## src/rtl/core_seq_if.sv

```systemverilog
// Host program-load stream and instruction RAM port of the core sequencer.
// The sequencer uses the slave modport; the host/RAM side uses master.
interface core_seq_if #(
   parameter int AW = 12
);
   logic [31:0]   load_data_in;
   logic          load_valid_in;
   logic          load_last_in;
   logic          load_ready_out;
   logic [AW-1:0] imem_addr_out;
   logic          imem_we_out;
   logic [31:0]   imem_din_out;
   logic [31:0]   inst_in;

   modport slave (
      input  load_data_in, load_valid_in, load_last_in, inst_in,
      output load_ready_out, imem_addr_out, imem_we_out, imem_din_out
   );
   modport master (
      output load_data_in, load_valid_in, load_last_in, inst_in,
      input  load_ready_out, imem_addr_out, imem_we_out, imem_din_out
   );
endinterface

```

## src/rtl/core_sequencer.sv

```systemverilog
// Multi-cycle control FSM for the RV32 core: program load, then
// FETCH/EXEC/MEM/WB per instruction, waiting out block-RAM read latency.
module core_sequencer #(
   parameter int IMEM_DEPTH  = 4096,
   parameter int MEM_LATENCY = 2,
   localparam int AW = $clog2(IMEM_DEPTH)
) (
   input  logic        clk_100mhz,
   input  logic        rst_in,
   input  logic        start_in,
   core_seq_if.slave   bus,
   input  logic [1:0]  mem_op_in,
   input  logic [31:0] next_pc_in,
   output logic [31:0] pc_out,
   output logic [31:0] inst_out,
   output logic        dmem_we_en_out,
   output logic        rf_we_en_out,
   output logic [31:0] retired_out,
   output logic [AW:0] load_count_out,
   output logic [2:0]  state_out,
   output logic        halted_out,
   output logic        err_out
);
   localparam int CW = $clog2(MEM_LATENCY + 2);
   localparam logic [CW-1:0] CNT_LAST = CW'(MEM_LATENCY);
   localparam logic [AW-1:0] ADDR_LAST = AW'(IMEM_DEPTH - 1);
   localparam logic [31:0] ECALL  = 32'h0000_0073;
   localparam logic [31:0] EBREAK = 32'h0010_0073;

   typedef enum logic [2:0] {
      S_IDLE  = 3'd0,
      S_LOAD  = 3'd1,
      S_FETCH = 3'd2,
      S_EXEC  = 3'd3,
      S_MEM   = 3'd4,
      S_WB    = 3'd5,
      S_HALT  = 3'd6
   } state_t;

   state_t        state_q, state_d;
   logic [CW-1:0] cnt_q, cnt_d;
   logic [31:0]   pc_q, pc_d;
   logic [31:0]   inst_q, inst_d;
   logic [31:0]   retired_q, retired_d;
   logic [AW:0]   load_count_q, load_count_d;
   logic [AW-1:0] load_addr_q, load_addr_d;
   logic          prog_loaded_q, prog_loaded_d;
   logic          err_q, err_d;

   always_ff @(posedge clk_100mhz or negedge rst_in) begin
      if (!rst_in) begin
         state_q       <= S_IDLE;
         cnt_q         <= '0;
         pc_q          <= '0;
         inst_q        <= '0;
         retired_q     <= '0;
         load_count_q  <= '0;
         load_addr_q   <= '0;
         prog_loaded_q <= 1'b0;
         err_q         <= 1'b0;
      end else begin
         state_q       <= state_d;
         cnt_q         <= cnt_d;
         pc_q          <= pc_d;
         inst_q        <= inst_d;
         retired_q     <= retired_d;
         load_count_q  <= load_count_d;
         load_addr_q   <= load_addr_d;
         prog_loaded_q <= prog_loaded_d;
         err_q         <= err_d;
      end
   end

   always_comb begin
      state_d            = state_q;
      cnt_d              = cnt_q;
      pc_d               = pc_q;
      inst_d             = inst_q;
      retired_d          = retired_q;
      load_count_d       = load_count_q;
      load_addr_d        = load_addr_q;
      prog_loaded_d      = prog_loaded_q;
      err_d              = err_q;
      bus.load_ready_out = 1'b0;
      bus.imem_we_out    = 1'b0;
      bus.imem_addr_out  = '0;
      bus.imem_din_out   = '0;
      dmem_we_en_out     = 1'b0;
      rf_we_en_out       = 1'b0;

      unique case (state_q)
         S_IDLE: begin
            if (bus.load_valid_in) begin
               state_d      = S_LOAD;
               load_count_d = '0;
               load_addr_d  = '0;
            end else if (start_in && prog_loaded_q) begin
               state_d   = S_FETCH;
               cnt_d     = '0;
               pc_d      = '0;
               retired_d = '0;
               err_d     = 1'b0;
            end
         end
         S_LOAD: begin
            bus.load_ready_out = 1'b1;
            if (bus.load_valid_in) begin
               bus.imem_we_out   = 1'b1;
               bus.imem_addr_out = load_addr_q;
               bus.imem_din_out  = bus.load_data_in;
               load_addr_d       = load_addr_q + 1'b1;
               load_count_d      = load_count_q + 1'b1;
               // Last slot of the RAM ends the load; the address never wraps.
               if (bus.load_last_in || load_addr_q == ADDR_LAST) begin
                  prog_loaded_d = 1'b1;
                  state_d       = S_IDLE;
               end
            end
         end
         S_FETCH: begin
            bus.imem_addr_out = pc_q[AW+1:2];
            if (cnt_q == CNT_LAST) begin
               inst_d  = bus.inst_in;
               state_d = S_EXEC;
            end else begin
               cnt_d = cnt_q + 1'b1;
            end
         end
         S_EXEC: begin
            if (inst_q == ECALL || inst_q == EBREAK) begin
               state_d = S_HALT;
            end else if (mem_op_in != 2'b00) begin
               state_d = S_MEM;
               cnt_d   = '0;
            end else begin
               state_d = S_WB;
            end
         end
         S_MEM: begin
            dmem_we_en_out = (cnt_q == '0) && (mem_op_in == 2'b10);
            if (cnt_q == CNT_LAST) state_d = S_WB;
            else                   cnt_d   = cnt_q + 1'b1;
         end
         S_WB: begin
            rf_we_en_out = 1'b1;
            if (next_pc_in[1:0] != 2'b00) begin
               err_d   = 1'b1;
               state_d = S_HALT;
            end else begin
               pc_d      = next_pc_in;
               retired_d = retired_q + 1'b1;
               cnt_d     = '0;
               state_d   = S_FETCH;
            end
         end
         S_HALT: begin
            if (bus.load_valid_in) begin
               state_d       = S_LOAD;
               prog_loaded_d = 1'b0;
               load_count_d  = '0;
               load_addr_d   = '0;
            end else if (start_in) begin
               state_d   = S_FETCH;
               cnt_d     = '0;
               pc_d      = '0;
               retired_d = '0;
               err_d     = 1'b0;
            end
         end
         default: state_d = S_IDLE;
      endcase
   end

   assign pc_out         = pc_q;
   assign inst_out       = inst_q;
   assign retired_out    = retired_q;
   assign load_count_out = load_count_q;
   assign state_out      = state_q;
   assign halted_out     = (state_q == S_HALT);
   assign err_out        = err_q;
endmodule
```

## src/flat_wrapper.sv

```systemverilog
// flat-port wrapper written by rule: the top's interface ports become plain ports
module core_sequencer_flat 
#(
   parameter int IMEM_DEPTH  = 4096,
   parameter int MEM_LATENCY = 2,
   localparam int AW = $clog2(IMEM_DEPTH)
)
  (clk_100mhz, rst_in, start_in, mem_op_in, next_pc_in, pc_out, inst_out, dmem_we_en_out, rf_we_en_out, retired_out, load_count_out, state_out, halted_out, err_out, bus_load_data_in, bus_load_valid_in, bus_load_last_in, bus_inst_in, bus_load_ready_out, bus_imem_addr_out, bus_imem_we_out, bus_imem_din_out);
  core_seq_if bus_i ();
  input  logic clk_100mhz;
  input  logic rst_in;
  input  logic start_in;
  input  logic [1:0] mem_op_in;
  input  logic [31:0] next_pc_in;
  output logic [31:0] pc_out;
  output logic [31:0] inst_out;
  output logic dmem_we_en_out;
  output logic rf_we_en_out;
  output logic [31:0] retired_out;
  output logic [AW:0] load_count_out;
  output logic [2:0] state_out;
  output logic halted_out;
  output logic err_out;
  input wire logic [$bits(bus_i.load_data_in)-1:0] bus_load_data_in;
  input wire logic [$bits(bus_i.load_valid_in)-1:0] bus_load_valid_in;
  input wire logic [$bits(bus_i.load_last_in)-1:0] bus_load_last_in;
  input wire logic [$bits(bus_i.inst_in)-1:0] bus_inst_in;
  output wire logic [$bits(bus_i.load_ready_out)-1:0] bus_load_ready_out;
  output wire logic [$bits(bus_i.imem_addr_out)-1:0] bus_imem_addr_out;
  output wire logic [$bits(bus_i.imem_we_out)-1:0] bus_imem_we_out;
  output wire logic [$bits(bus_i.imem_din_out)-1:0] bus_imem_din_out;
  assign bus_i.load_data_in = bus_load_data_in;
  assign bus_i.load_valid_in = bus_load_valid_in;
  assign bus_i.load_last_in = bus_load_last_in;
  assign bus_i.inst_in = bus_inst_in;
  assign bus_load_ready_out = bus_i.load_ready_out;
  assign bus_imem_addr_out = bus_i.imem_addr_out;
  assign bus_imem_we_out = bus_i.imem_we_out;
  assign bus_imem_din_out = bus_i.imem_din_out;
  core_sequencer #(.IMEM_DEPTH(IMEM_DEPTH), .MEM_LATENCY(MEM_LATENCY)) u_core (.clk_100mhz(clk_100mhz), .rst_in(rst_in), .start_in(start_in), .bus(bus_i), .mem_op_in(mem_op_in), .next_pc_in(next_pc_in), .pc_out(pc_out), .inst_out(inst_out), .dmem_we_en_out(dmem_we_en_out), .rf_we_en_out(rf_we_en_out), .retired_out(retired_out), .load_count_out(load_count_out), .state_out(state_out), .halted_out(halted_out), .err_out(err_out));
endmodule
```

## config.mk

```make
export PLATFORM = sky130hd
export DESIGN_NAME = core_sequencer_flat
export DESIGN_NICKNAME = d
export VERILOG_FILES = /design/src/rtl/core_seq_if.sv /design/src/rtl/core_sequencer.sv /design/src/flat_wrapper.sv
export SDC_FILE = /design/constraint.sdc
export NUM_CORES = 1
export LEC_CHECK = 0
export CORE_ASPECT_RATIO = 1.2
export CORE_MARGIN = 1
export CORE_UTILIZATION = 39
export CTS_CLUSTER_SIZE = 10
export DETAILED_ROUTE_END_ITERATION = 12
export PLACE_DENSITY_LB_ADDON = 0.15
export SLEW_MARGIN = 40
export SYNTH_ARGS = -nofsm -noshare
export SYNTH_HDL_FRONTEND = slang
export SYNTH_SLANG_ARGS = --single-unit
```

## constraint.sdc

```tcl
create_clock -name clk_100mhz -period 1.9 [get_ports clk_100mhz]
set_clock_uncertainty 0.1 [all_clocks]
set_input_delay 0.19 -clock clk_100mhz [delete_from_list [all_inputs] [get_ports clk_100mhz]]
set_output_delay 0.19 -clock clk_100mhz [all_outputs]
set_load 0.01 [all_outputs]
```

==> metrics.sh, run 1 <==
DIODES=0
WIRE_LENGTH_OF_THE_FIRST_GLOBAL_ROUTING_PASS_MM=37.5
MINIMUM_HOLD_SLACK_NS=0.167
LAYOUT_COMMONEST_CELL='sky130_fd_sc_hd__clkdlybuf4s50_1'
WORST_PIN_SLEW_NS=0.446
OUTCOME='finished with violations'
GLOBALROUTEMET2UTIL_PCT=52.4
MAPPEDNETLISTNETS=765
MULTI_INPUT_COMB_AREA_UM2=3950
GRT_MOST_USED_LAYER='met2'
DIE_AREA_UM2=16900
REGAREA_UM2=3210
WORST-ENDPOINT-REQUIRED_NS=2.10
GP_CONGESTION=0.855
SLEW_VIOLATIONS=0
POST_SYNTH_INST_COUNT=657
PLACE.DETAILED.INSTANCES=1186
MET3_USAGE_PCT=6.89
IO_BUFFERS=264
DIE_W_UM=119
FINAL_CELL_MIX='211 x sky130_fd_sc_hd__clkdlybuf4s50_1, 124 x sky130_fd_sc_hd__dfrtp_1, 101 x sky130_fd_sc_hd__buf_4'
DRC=0
WORST-R2R-CELL-COUNT=10
DETAIL_ROUTE.VIAS_PER_CELL=5.43
GRT_SETUP_UNREPAIRED='true'
SYNTH-EDFF-COUNT=0
CLKSLEWWORSTSETUPHOLDPATHS_NS=0.06
FINAL_NET_COUNT=1181
CRITICAL_SETUP_PATH_KIND='reg -> reg'
TRITONCTS='built'
GROUTE.USAGE.OVERALL_PCT=28.6
SETUP-VIOLATIONS-FINAL=146
R2R_SLACK_NS=-0.24
POST_DRT_WL_PER_CELL_UM=20.3
YS.WARNINGS.COUNT=0
ROWS=50
WORSTREG2REGSTART='u_core.state_out[1]$_DFFE_PN0P_'
MAX_CAP_VIOLATIONS=0
ROUTED_WIRELENGTH_MM=26.3
YOSYSTOPAREACELLSHARE_PCT=50.2
POWER_LEAKAGE_uW=0.00544
TRITONCTS.NUM_BUFFERS=17
SYNTH_CELL_TYPES=57
COUNT_OF_NON_FILLER_CELLS_IN_THE_FINISHED_LAYOUT=1294
TIMING.CRITICAL_PATH.ARRIVAL_NS=2.34
YS_TOP_CELLS_BY_AREA='sky130_fd_sc_hd__dfrtp_1 50%, sky130_fd_sc_hd__mux2_2 5.6%, sky130_fd_sc_hd__nand2_1 5.3%, sky130_fd_sc_hd__o21ai_0 4.2%, sky130_fd_sc_hd__xnor2_1 3.7%'
TRITONCTS_NUM_SINKS=128
FINAL_CRITICAL_PATH_TIME_INCLUDING_I_O_DELAYS_AND_SETUP_NS=2.14
START_UTIL_PCT=40.3
CORE_REGION_AREA_UM2=15800
FLOORPLAN.DIE.HEIGHT_UM=142
P_PER_AREA_nW_PER_UM2=1090
ENDPOINT_KIND='register'
DETAILROUTE.VIA_COUNT=7029
UTILIZATION_PCT=80.3
NUM-FILL-CELLS=911
DRT_FIRST_ITER_VIOLATIONS=378
MAX_FREQ_MHz=468
PERIOD_SHARE_PCT=112
POST_LAYOUT_WORST_SETUP_MARGIN_NS=-0.237
TIMING.CRITICAL_PATH.FANOUT_MAX=5
SYNTH-SEQ-CELLS=128
CTS_MAX_PATH_BUFFERS=2
FINAL-HOLD-VIOLATION-COUNT=0
SYNTH-ASYNC-RESET-RATIO_PCT=100
FIRST_PASS_ITERS=5
YS_SEQ_AREA_SHARE_PCT=50.2
POST-PLACE-WS_NS=-0.268
CTS_MAX_LEVEL=4
YOSYS.AREA.TOP_TYPE='sky130_fd_sc_hd__dfrtp_1'
VIOLATIONS_IN_THE_FINAL_REPORTS='negative setup slack'
GRT_MAX_DEGREE=63
GRT_OVERFLOW=0
GRT_PASS1_VIAS=7149
STARTPOINT_TYPE='register'
INSERTION_DELAY_OF_THE_LATER_CLOCKED_PIN_IN_THE_WORST_SKEW_PAIR_NS=0.41
MAX-SLEW-MARGIN-REL_PCT=70.3
ANTENNA_FOUND_INITIAL=0
IO_PINS=265
DESIGN_POWER_TOTAL_uW=13900
CLOCK_TREE.ROOT_CELL='sky130_fd_sc_hd__clkbuf_16'
SYN_TO_FINAL_GROWTH_PCT=99.0
SYNTH_AREA_UM2=6390
GLOBAL_ROUTE.USAGE.MET1_PCT=31.8
DOMINANTREGCELLSYNTH='sky130_fd_sc_hd__dfrtp_1'
HOLD_PATH.CLASS='in -> async'
REGTOREGENDPOINT='u_core.retired_out[16]$_DFFE_PN0P_'
HPWL_MM=15.2
FINAL_LAYOUT_SIZE_SUFFIX_GT1_SHARE_PCT=42.2
AVGSYNTHCELLAREA_UM2=9.72
ROUTE.ANTENNA.REMAINING_NETS=0
MAX-VDD-IR-DROP_V=0.000773
worst max path at each step:
stage	start	end	slack, ns	depth (start not counted)
floorplan	u_core.retired_out[0]$_DFFE_PN0P_	u_core.retired_out[31]$_DFFE_PN0P_	-0.22	6
global placement	start_in	u_core.retired_out[27]$_DFFE_PN0P_	-0.23	8
detailed placement	u_core.retired_out[1]$_DFFE_PN0P_	u_core.retired_out[31]$_DFFE_PN0P_	-0.27	5
CTS	u_core.state_out[1]$_DFFE_PN0P_	bus_imem_addr_out[9]	-0.26	6
global route	u_core.state_out[1]$_DFFE_PN0P_	u_core.retired_out[16]$_DFFE_PN0P_	-0.31	10
finish	u_core.state_out[1]$_DFFE_PN0P_	u_core.retired_out[16]$_DFFE_PN0P_	-0.24	10
synth_stat cells (4+ instances only):
cell	number
sky130_fd_sc_hd__xnor2_1	27
sky130_fd_sc_hd__mux2_2	32
sky130_fd_sc_hd__and4_1	5
sky130_fd_sc_hd__a22o_1	15
sky130_fd_sc_hd__nor2_1	52
sky130_fd_sc_hd__xor2_1	9
sky130_fd_sc_hd__nand3_1	15
sky130_fd_sc_hd__a2111oi_0	7
sky130_fd_sc_hd__o2111ai_1	5
sky130_fd_sc_hd__clkbuf_1	37
sky130_fd_sc_hd__a21oi_1	21
sky130_fd_sc_hd__nor3_1	12
sky130_fd_sc_hd__o21ai_0	53
sky130_fd_sc_hd__or3_1	9
sky130_fd_sc_hd__nand2_1	91
sky130_fd_sc_hd__and2_1	35
sky130_fd_sc_hd__nor4_1	8
sky130_fd_sc_hd__inv_1	17
sky130_fd_sc_hd__buf_2	5
sky130_fd_sc_hd__and3_1	7
sky130_fd_sc_hd__nand4_1	9
sky130_fd_sc_hd__dfrtp_1	128
sky130_fd_sc_hd__nor3b_1	4
sky130_fd_sc_hd__a31oi_1	4
sky130_fd_sc_hd__ha_1	5
sky130_fd_sc_hd__a2111oi_2	4
per-stage QoR:
| step | TNS (ns) | cell area, um^2 |
|---|---|---|
| floorplan | -1.71 | 6550 |
| global placement | -16.50 | 10100 |
| detailed placement | -20.23 | 10100 |
| CTS | -14.32 | 11800 |
| global route | -28.07 | 12700 |
| finish | -18.93 | 12700 |
worst max-delay path: stages (launching register included):
cell and delay [ns]:
sky130_fd_sc_hd__dfrtp_1 0.40, sky130_fd_sc_hd__buf_6 0.14, sky130_fd_sc_hd__buf_6 0.11, sky130_fd_sc_hd__nand3b_4 0.20, sky130_fd_sc_hd__inv_4 0.11, sky130_fd_sc_hd__nand2_8 0.08, sky130_fd_sc_hd__buf_6 0.13, sky130_fd_sc_hd__buf_8 0.13
sky130_fd_sc_hd__a2111oi_4 0.37, sky130_fd_sc_hd__xnor2_1 0.18, sky130_fd_sc_hd__nor2_1 0.07
sequential cells by signal, indices dropped and copies added, names as in the netlist:
name / cells
u_core.cnt_q: 2
u_core.err_out: 1
u_core.pc_out: 32
u_core.state_out: 3
u_core.inst_out: 32
u_core.load_count_out: 13
u_core.load_addr_q: 12
u_core.retired_out: 32
u_core.prog_loaded_q: 1
layout make-up:
| cell class | instances | share of cell area, % |
|---|---|---|
| clock buffers | 20 | 3.67 |
| clock inverters | 12 | 0.876 |
| inverters | 18 | 0.571 |
| multi-input cells | 468 | 31.1 |
| flip-flops and latches | 128 | 25.2 |
| well taps | 208 | 2.05 |
| repair buffers | 440 | 36.5 |
report_power, final:
part	internal, uW	total (uW)	switching, uW	leakage [uW]
clock network	1900	3160	1260	0.000266
logic	3810	6730	2920	0.00343
registers	3330	3990	661	0.00174
total	9040	13900	4840	0.00544
routing by layer:
layer	wire length, um	up-vias
met4	890	0
met5	0	-
met1	9660	3515
met3	1570	71
li1	-	3141
met2	14200	302
logic make-up after synthesis:
logic type | share of synthesized area (%)
AND/OR/NAND/NOR | 20.9
multiplexers | 5.96
XOR/XNOR | 4.94
flip-flops | 50.2
buffers and inverters | 3.80
AO/OA/AOI/OAI | 13.3
adder cells (fa/ha/maj) | 0.980
repair_timing:
item,CTS,global route
hold buffers,1,0
hold endpoints to repair,38,0
gates resized for setup,311,266
gates cloned,16,7
endpoints found under the setup margin,110,172
pin swaps,52,142
setup buffers,40,29
Note: power is estimated with default switching activity, not from simulation.
==> inputs of run 2 (changes only) <==
Settings changed: GPL_TIMING_DRIVEN from default to 0.
==> run 2 against run 1 <==
  * The flow still finishes with violations (negative setup slack)
  * Design area fell by 1.7%
  * Clock power barely moved
  * Sequential cell count did not move
  * Core utilization fell by 1.4 points
  * Combinational power fell by 5.8%
  * Maximum frequency fell by 4.7%
  * Critical path type unchanged
==> metrics.sh, run 2 (synthesis gave the netlist of run 1 again) <==
CRIT_PATH_MAX_INCR_DELAY_NS=0.50
PLACE.DETAILED.INSTANCES=1131
CRITICAL_PATH.SLOWEST_CELL='sky130_fd_sc_hd__or4_4'
TRITONCTS_NUM_SINKS=128
VIOLATIONS_IN_THE_FINAL_REPORTS='negative setup slack'
TIMING.CRITICAL_PATH.ARRIVAL_NS=2.49
STARTPOINT_TYPE='register'
ROUTED_WIRELENGTH_MM=24.2
GROUTE.USAGE.OVERALL_PCT=25.7
PERIOD_SHARE_PCT=118
SYN_TO_FINAL_GROWTH_PCT=95.6
P_PER_AREA_nW_PER_UM2=1070
POST_LAYOUT_WORST_SETUP_MARGIN_NS=-0.344
TIMING.CRITICAL_PATH.FANOUT_MAX=4
POST_DRT_WL_PER_CELL_UM=19.0
CRITICAL_SETUP_PATH_KIND='reg -> reg'
GRT_MAX_DEGREE=72
MAX_CAP_VIOLATIONS=0
FLOORPLAN.DIE.HEIGHT_UM=142
FIRST_PASS_ITERS=4
TRITONCTS.NUM_BUFFERS=17
GP_CONGESTION=0.824
SLEW_VIOLATIONS=0
ENDPOINT_KIND='register'
HPWL_MM=14.2
FINAL-HOLD-VIOLATION-COUNT=0
SETUP-VIOLATIONS-FINAL=125
CLOCK_TREE.ROOT_CELL='sky130_fd_sc_hd__clkbuf_16'
DRT_FIRST_ITER_VIOLATIONS=362
FINAL_CRITICAL_PATH_TIME_INCLUDING_I_O_DELAYS_AND_SETUP_NS=2.24
DETAIL_ROUTE.VIAS_PER_CELL=5.34
IO_BUFFERS=264
CTS_MAX_PATH_BUFFERS=2
DETAILROUTE.VIA_COUNT=6802
DRC=0
HOLD_PATH.CLASS='in -> reg'
IO_PINS=265
MAX-SLEW-MARGIN-REL_PCT=58.4
MAX_FREQ_MHz=446
CTS_MAX_LEVEL=4
POST-PLACE-WS_NS=-0.976
ROWS=50
FINAL_NET_COUNT=1160
LAYOUT_COMMONEST_CELL='sky130_fd_sc_hd__clkdlybuf4s50_1'
ROUTE.ANTENNA.REMAINING_NETS=0
TRITONCTS='built'
START_UTIL_PCT=40.3
DIE_AREA_UM2=16900
GRT_SETUP_UNREPAIRED='true'
CP_NUM_BUF_INV=1
GRT_PASS1_VIAS=6471
WORST-ENDPOINT-REQUIRED_NS=2.14
TIMING.CRITICAL_PATH.MAX_DELAY_FAMILY='simple AND/OR/NAND/NOR gates'
MAX-VDD-IR-DROP_V=0.000760
CORE_REGION_AREA_UM2=15800
COUNT_OF_NON_FILLER_CELLS_IN_THE_FINISHED_LAYOUT=1273
GRT_OVERFLOW=0
INSERTION_DELAY_OF_THE_LATER_CLOCKED_PIN_IN_THE_WORST_SKEW_PAIR_NS=0.42
TIMING.SETUP.TNS_NS=-18.56
OUTCOME='finished with violations'
ANTENNA_FOUND_INITIAL=0
FINAL_LAYOUT_SIZE_SUFFIX_GT1_SHARE_PCT=39.3
CLKSLEWWORSTSETUPHOLDPATHS_NS=0.06
WORST_PIN_SLEW_NS=0.619
POWER_LEAKAGE_uW=0.00530
WIRE_LENGTH_OF_THE_FIRST_GLOBAL_ROUTING_PASS_MM=34.0
TIMING.CRITICAL_PATH.CELLS='nand3_2 -> or4_4 -> buf_6 -> a211oi_4 -> or4b_1 -> a21oi_1'
DIE_W_UM=119
FINAL_CELL_MIX='210 x sky130_fd_sc_hd__clkdlybuf4s50_1, 115 x sky130_fd_sc_hd__dfrtp_1, 67 x sky130_fd_sc_hd__buf_4'
DIODES=0
## run 2: layer usage
metal,up-vias,wire [um],global-route usage (%)
li1,3092,-,-
met1,3401,9170,29.8
met2,266,12900,45.1
met4,0,606,9.19
met3,43,1540,7.45
met5,-,0,0
## run 2: cell type report
cell class | instances | area, um^2
timing repair buffer | 384 | 3960
clock buffer | 20 | 457
sequential | 128 | 3220
clock inverter | 12 | 113
buffer | 35 | 470
fill | 999 | 3340
multi-input combinational | 468 | 3930
inverter | 18 | 80.1
tap | 208 | 260
## run 2: power breakdown
part	switching, uW	internal, uW
Clock	1280	1870
Sequential	606	3330
Combinational	2730	3610
## run 2: what timing repair did
item,in CTS,in global routing
pin swaps,39,86
setup buffers,55,46
cloned,6,11
gates resized for setup,315,304
setup endpoints to repair,167,164
endpoints found under the hold margin,70,0
hold buffers,1,0
## run 2: path summary, 6_finish.rpt
kind                                                      end  slack, ns  cells after the start                               from
max in group asynchronous  u_core.load_addr_q[10]$_DFFE_PN0P_       0.80                      4                             rst_in
min in group asynchronous        u_core.pc_out[0]$_DFFE_PN0P_       0.24                      3                             rst_in
hold reg to reg                   u_core.cnt_q[0]$_DFFE_PN0P_       0.38                      1        u_core.cnt_q[0]$_DFFE_PN0P_
setup reg to reg           u_core.retired_out[31]$_DFFE_PN0P_      -0.34                      6  u_core.retired_out[1]$_DFFE_PN0P_
setup / recovery           u_core.retired_out[31]$_DFFE_PN0P_      -0.34                      6  u_core.retired_out[1]$_DFFE_PN0P_
hold / removal                  u_core.pc_out[29]$_DFFE_PN0P_       0.20                      3                     next_pc_in[29]
## run 2: through the flow
step	area [um^2]	utilization [%]	hold WS (ns)	total power, uW
final	12500	78.9	0.201	13400
after global routing	12500	78.9	0.195	14100
after CTS	10900	68.7	0.208	11800
after detailed placement	9520	60.2	0.108	8070
after global placement	9460	59.7	0.353	8030
after floorplan	6550	-	-0.206	5780
## run 2: worst register-to-register path: stages, from the launching register on
cell                       delay, ns
sky130_fd_sc_hd__dfrtp_1        0.40
sky130_fd_sc_hd__nand3_2        0.13
sky130_fd_sc_hd__or4_4          0.50
sky130_fd_sc_hd__buf_6          0.16
sky130_fd_sc_hd__a211oi_4       0.25
sky130_fd_sc_hd__or4b_1         0.47
sky130_fd_sc_hd__a21oi_1        0.16
